--- src/rtl/pipeline_stall_ctrl.sv ---
`default_nettype none
// ============================================================================
// Module   : pipeline_stall_ctrl
// Purpose  : Stall, flush and bubble control for a five-stage pipeline with
//            redirect handling across instruction-cache misses.
// Revision : 1.0
// ============================================================================
module pipeline_stall_ctrl (
  input  logic        clk,
  input  logic        reset_n,
  input  logic        hazard,
  input  logic        icache_resp,
  input  logic        dcache_req,
  input  logic        dcache_resp,
  input  logic        branch_taken,
  output logic        load_pc,
  output logic        pc_sel_target,
  output logic        load_target,
  output logic        load_if_id,
  output logic        flush_if_id,
  output logic        load_id_ex,
  output logic        bubble_id_ex,
  output logic        load_ex_mem,
  output logic        bubble_ex_mem,
  output logic        bubble_mem_wb,
  output logic [15:0] stall_cycles,
  output logic [7:0]  flush_count
);

  localparam logic [0:0] ST_RUN        = 1'b0;
  localparam logic [0:0] ST_REDIR_WAIT = 1'b1;

  localparam logic [15:0] STALL_MAX = 16'hFFFF;

  logic [0:0]  state_q;
  logic [0:0]  state_d;
  logic [15:0] stall_cycles_q;
  logic [15:0] stall_cycles_d;
  logic [7:0]  flush_count_q;
  logic [7:0]  flush_count_d;
  logic        w_dstall;

  assign w_dstall = dcache_req & ~dcache_resp;

  always_ff @(posedge clk or negedge reset_n) begin
    if (!reset_n) begin
      state_q <= ST_RUN;
    end else begin
      state_q <= state_d;
    end
  end

  always_comb begin
    state_d = state_q;
    if (!w_dstall) begin
      case (state_q)
        ST_RUN: begin
          if (branch_taken && !icache_resp) begin
            state_d = ST_REDIR_WAIT;
          end
        end
        ST_REDIR_WAIT: begin
          if (icache_resp) begin
            state_d = ST_RUN;
          end
        end
        default: state_d = ST_RUN;
      endcase
    end
  end

  // Outputs are forced low while reset is asserted, independent of the clock.
  always_comb begin
    load_pc       = 1'b0;
    pc_sel_target = 1'b0;
    load_target   = 1'b0;
    load_if_id    = 1'b0;
    flush_if_id   = 1'b0;
    load_id_ex    = 1'b0;
    bubble_id_ex  = 1'b0;
    load_ex_mem   = 1'b0;
    bubble_ex_mem = 1'b0;
    bubble_mem_wb = 1'b0;
    if (!reset_n) begin
      bubble_mem_wb = 1'b0;
    end else if (w_dstall) begin
      bubble_mem_wb = 1'b1;
    end else begin
      case (state_q)
        ST_RUN: begin
          if (branch_taken) begin
            load_target   = 1'b1;
            load_if_id    = 1'b1;
            flush_if_id   = 1'b1;
            load_id_ex    = 1'b1;
            bubble_id_ex  = 1'b1;
            load_ex_mem   = 1'b1;
            bubble_ex_mem = 1'b1;
            load_pc       = icache_resp;
            pc_sel_target = icache_resp;
          end else if (hazard || !icache_resp) begin
            load_id_ex    = 1'b1;
            bubble_id_ex  = 1'b1;
            load_ex_mem   = 1'b1;
          end else begin
            load_pc       = 1'b1;
            load_if_id    = 1'b1;
            load_id_ex    = 1'b1;
            load_ex_mem   = 1'b1;
          end
        end
        ST_REDIR_WAIT: begin
          // The branch already left MEM, so younger stages only need flushing.
          load_if_id    = 1'b1;
          flush_if_id   = 1'b1;
          load_id_ex    = 1'b1;
          bubble_id_ex  = 1'b1;
          load_ex_mem   = 1'b1;
          load_pc       = icache_resp;
          pc_sel_target = icache_resp;
        end
        default: begin
          bubble_mem_wb = 1'b0;
        end
      endcase
    end
  end

  always_comb begin
    stall_cycles_d = stall_cycles_q;
    if (!load_pc && (stall_cycles_q != STALL_MAX)) begin
      stall_cycles_d = stall_cycles_q + 16'd1;
    end
  end

  always_comb begin
    flush_count_d = flush_count_q;
    if (load_target) begin
      flush_count_d = flush_count_q + 8'd1;
    end
  end

  always_ff @(posedge clk or negedge reset_n) begin
    if (!reset_n) begin
      stall_cycles_q <= 16'd0;
      flush_count_q  <= 8'd0;
    end else begin
      stall_cycles_q <= stall_cycles_d;
      flush_count_q  <= flush_count_d;
    end
  end

  assign stall_cycles = stall_cycles_q;
  assign flush_count  = flush_count_q;

endmodule
`default_nettype wire

--- config.mk ---
export PLATFORM = sky130hd
export DESIGN_NAME = pipeline_stall_ctrl
export DESIGN_NICKNAME = d
export VERILOG_FILES = /design/src/rtl/pipeline_stall_ctrl.sv
export SDC_FILE = /design/constraint.sdc
export NUM_CORES = 1
export LEC_CHECK = 0
export CORE_MARGIN = 2
export CORE_UTILIZATION = 45
export DETAILED_ROUTE_END_ITERATION = 16
export PLACE_DENSITY = 0.85
export SYNTH_ARGS = -nofsm -noshare
export SYNTH_HDL_FRONTEND = slang
export SYNTH_SLANG_ARGS = --single-unit
--- constraint.sdc ---
create_clock -name clk -period 2.2 [get_ports clk]
set_input_delay 0.66 -clock clk [delete_from_list [all_inputs] [get_ports clk]]
set_output_delay 0.66 -clock clk [all_outputs]
set_load 0.02 [all_outputs]
After elaboration in Yosys (flattened, before gate mapping)
Index checks and enable logic that the tools add are counted.
Storage, ports and cells
  bits in writable memories: 0
  output and inout bits: 34
  bits in read-only memories: 0
  word-level logic and storage cells: 46
  latch bits: 0
  memories: 0
  register bits after elaboration: 25
Operators by class
  muxes and demuxes: 32
  div/mod/pow operators: 0
  add/subtract/negate cells: 2
  reductions and logical operators: 5
  equality and inequality tests: 1
  shift operators: 0
  magnitude comparators: 0
  multipliers: 0
  bitwise gates (word level): 3
Operators by type and width (number)
  two-way mux 1 bit: 26
  adder 16 x 1 -> 16 bit, second input constant: 1
  != test 16 bit, second input constant: 1
  one-hot mux 1 bit (2 select lines): 6
  adder 8 x 1 -> 8 bit, second input constant: 1
  logical AND 1 bit: 2
  zero test 1 bit: 2
  NOT 1 bit: 2
  bitwise AND 1 bit: 1
  logical OR 1 bit: 1

Logic depth before layout (Yosys ltp)
  depth after elaboration: 9
  mapped depth: 6
  gate-level depth less buffers: 6

Worst setup path before layout
No wires, ideal clock.
  kind: input-to-output
  start: input dcache_resp
  end: output pc_sel_target
  data arrival time: 1.498 ns
  required time: 1.540 ns
  cell stages on the path: 4
  path slack: 0.042 ns
  cells stage by stage: nand2b_1 nand2_1 nor2_1 and2_1
On the way
  word-level cells in the longest chain between the ends: 4
RTL lines
  start: declaration: line 14  | input logic dcache_resp,
  NOT 1 bit: line 43  | assign w_dstall = dcache_req & ~dcache_resp;
  bitwise AND 1 bit: line 43
  two-way mux 1 bit: line 86  | end else if (w_dstall) begin
  two-way mux 1 bit: line 84  | if (!reset_n) begin
  end: declaration: line 17  | output logic pc_sel_target,
No other way between the ends.

Worst setup path after layout
  start: input dcache_req
  end: output load_pc
On the way
  word-level cells in the longest chain between the ends: 3
RTL lines
  start: declaration: line 13  | input logic dcache_req,
  bitwise AND 1 bit: line 43
  two-way mux 1 bit: line 86
  two-way mux 1 bit: line 84
  end: declaration: line 16  | output logic load_pc,
No other way between the ends.

==> results_dict.tcl <==
set metrics [dict create \
    status "completed" \
    die_area_um2 3190 \
    power.density_nw_per_um2 955 \
    n_fill_cell 223 \
    remaining_drc_errors 0 \
    reg2regPathDepth 7 \
    wl_per_cell_um 13.1 \
    ys.flop_type "dfrtp_1" \
    root_buffer "clkbuf_4" \
    finClkSkew_ns 0.00810 \
    p_seq_share_pct 44.9 \
    final_cell_area_um2 1750 \
    fin_util_pct 65.3 \
    ff_latch_area_um2 627 \
    drt_pass1_iterations 4 \
    totalNegativeSetupSlack_ns 0 \
    drv_slew 0 \
    required_ns 1.54 \
    syn_area_um2 1240 \
    power.share.clock_pct 11.9 \
    clock_latency_ns 0.31 \
    reg2reg_slack_ns 0.33 \
    synth_top_cell_by_area "dfrtp_1" \
    critical_path_class "input port to primary output" \
    grt_max_degree 15 \
    synth_common_cells "dfrtp_1, xnor2_1, nand2_1, nand3_1, nor2_1" \
    setup_violations 0 \
    dpl_cell_area_um2 1750 \
    first_global_vias 959 \
    startpoint "dcache_req" \
    p_leak_nw 0.792 \
    p_sw_share_pct 38.7 \
    io_pins 41 \
    async_reset_ff_share_pct 100 \
    tritoncts "yes" \
    place_congestion 0.735 \
    cts_buffers 3 \
    start_kind "input port" \
    setup_slack_ns 0.0573 \
    rows 19 \
    r2r-start "stall_cycles[0]" \
    worstPathMaxFanout 2 \
    met3_usage_pct 3.69 \
    critPathArrivalTime_ns 1.48 \
    max_freq_mhz 467 \
    rr_endpoint "stall_cycles[5]" \
    cts_buffer_depth 2 \
    p_sw_mw 0.649 \
    drtIter0Drc 12 \
    min_period_ns 2.14 \
    hpwl_mm 2.02 \
    crit_path_end_kind "primary output" \
    tightest_slew_ns 0.439 \
    grt_overflow_total 0 \
    multiInputGateArea_um2 609 \
    ys_ff_latch 25 \
    ctsHtreeMaxLevel 1 \
    rsz0062_at_grt "false" \
    synth_edf_count 0 \
    busiest_layer "met2" \
    cts_hold_buf 0 \
    hold_class "input port to async pin" \
    finalHoldViolations 0 \
    wl_mm 2.53 \
    synth_cell_types 30 \
    dr_total_vias 986 \
    use_met1_pct 21.5 \
    relSlewSlack_pct 70.5 \
    vias_per_cell 5.11 \
    grt.met2_usage_pct 29.1 \
    die_h_um 56.5 \
    area_delta_synth_final_pct 41.3 \
    die_w_um 56.5 \
    syn_nets 118 \
    layout-drive-gt1-share_pct 25.3 \
    start_util_pct 46.2 \
    grt_pass1_wl_mm 4.26 \
    clkSlewWorstSetupHoldPaths_ns 0.13 \
    period_share_pct 97.4 \
    post-synth-top-count-cell "dfrtp_1" \
    core_area_um2 2690 \
    pwr-share-comb_pct 43.2 \
    pre_cts_ws_ns -0.709 \
    syn_avg_cell_area_um2 11.4 \
    grt.total_usage_pct 17.0 \
    synth_top_cell_area_share_pct 50.4 \
    synth_cells 109 \
    nets 172 \
    ir_drop_mv 0.933 \
    ys_warn_count 0 \
    seq_area_frac_synth_pct 50.4 \
    maxCapViolations 0 \
    ant_nets 0 \
    io_buffers 40 \
    antenna_found_initial 0 \
    p_int_mw 1.03 \
    synthTopCellsByArea "dfrtp_1, xnor2_1, xor2_1, nand3_1, nand4_1" \
    diodes 0 \
    clock_sinks 25 \
]
==> kinds of logic (layout without fill, tap and decap cells) <==
family	Yosys count	count (layout)	share of synthesized area, %
and+or+nand+nor	49	49	25.3
muxes	2	2	1.81
AOI/OAI and AO/OA	6	6	4.13
buffers and inverters	5	58	2.22
DFF	25	25	50.4
adders and majority gates	2	2	2.02
xor gates and xnor gates	20	20	14.1
==> metal layers <==
layer | vias up | routed length (um)
li1 | 480 | -
met1 | 479 | 1080
met2 | 27 | 1330
met3 | 0 | 126
met4 | 0 | 0
met5 | - | 0
==> worst max-delay path by stage <==
stage | end
floorplan | pc_sel_target
global placement | load_pc
detailed placement | load_pc
CTS | load_pc
global route | load_pc
finish | load_pc
==> power by group through the flow <==
stage / Clock, mW / Combinational [mW] / Sequential, mW
after global placement: 0 / 0.721 / 0.752
final: 0.199 / 0.725 / 0.752
after floorplan: 0 / 0.246 / 0.872
after global routing: 0.226 / 0.776 / 0.779
after CTS: 0.211 / 0.732 / 0.752
after detailed placement: 0 / 0.735 / 0.760
==> what timing repair did <==
item                                    4_1_cts  5_1_grt
buffers inserted                              0        0
resized for setup                            54        6
endpoints found under the setup margin       10        4
hold endpoints to repair                      0        0
cloned                                        0        0
pin swaps                                     3        1
==> flip-flops by register name, summed over array words and instances (netlist names) <==
signal,cells
state_q,1
flush_count,8
stall_cycles,16
==> cell type report <==
| type | instances | share of cell area [%] |
|---|---|---|
| Clock buffer | 4 | 1.50 |
| Inverter | 2 | 0.428 |
| Multi-Input combinational cell | 79 | 34.7 |
| Sequential cell | 25 | 35.7 |
| Tap cell | 31 | 2.21 |
| Timing Repair Buffer | 52 | 25.4 |
==> critical path: stages <==
cell and delay, ns:
clkdlybuf4s15_1 0.21, and2b_2 0.24, a211oi_4 0.21, buf_6 0.16
==> cell usage in the layout (no fill, tap or decap), types with 2 or more instances in the layout <==
cell / count
nand3_1: 9
clkbuf_2: 2
buf_2: 7
buf_4: 12
xor2_1: 6
and2_1: 2
inv_1: 2
ha_1: 2
clkbuf_4: 3
dfrtp_1: 24
nand2b_4: 2
nor2_1: 6
nor3_1: 2
and3_1: 2
xnor2_1: 14
dlygate4sd2_1: 3
buf_6: 2
a21oi_1: 3
nand4_1: 6
clkdlybuf4s50_1: 24
nand2_1: 8
==> per-stage QoR <==
| step | total power, mW | std cells | hold WS, ns |
|---|---|---|---|
| 5_1_grt | 1.78 | 193 | 0.282 |
| 3_5_place_dp | 1.49 | 189 | 0.479 |
| 4_1_cts | 1.69 | 193 | 0.467 |
| 3_3_place_gp | 1.47 | 189 | 0.454 |
| 2_1_floorplan | 1.12 | 109 | 0.364 |
| 6_report | 1.68 | 193 | 0.292 |
Power figures use the tool's default switching activity.
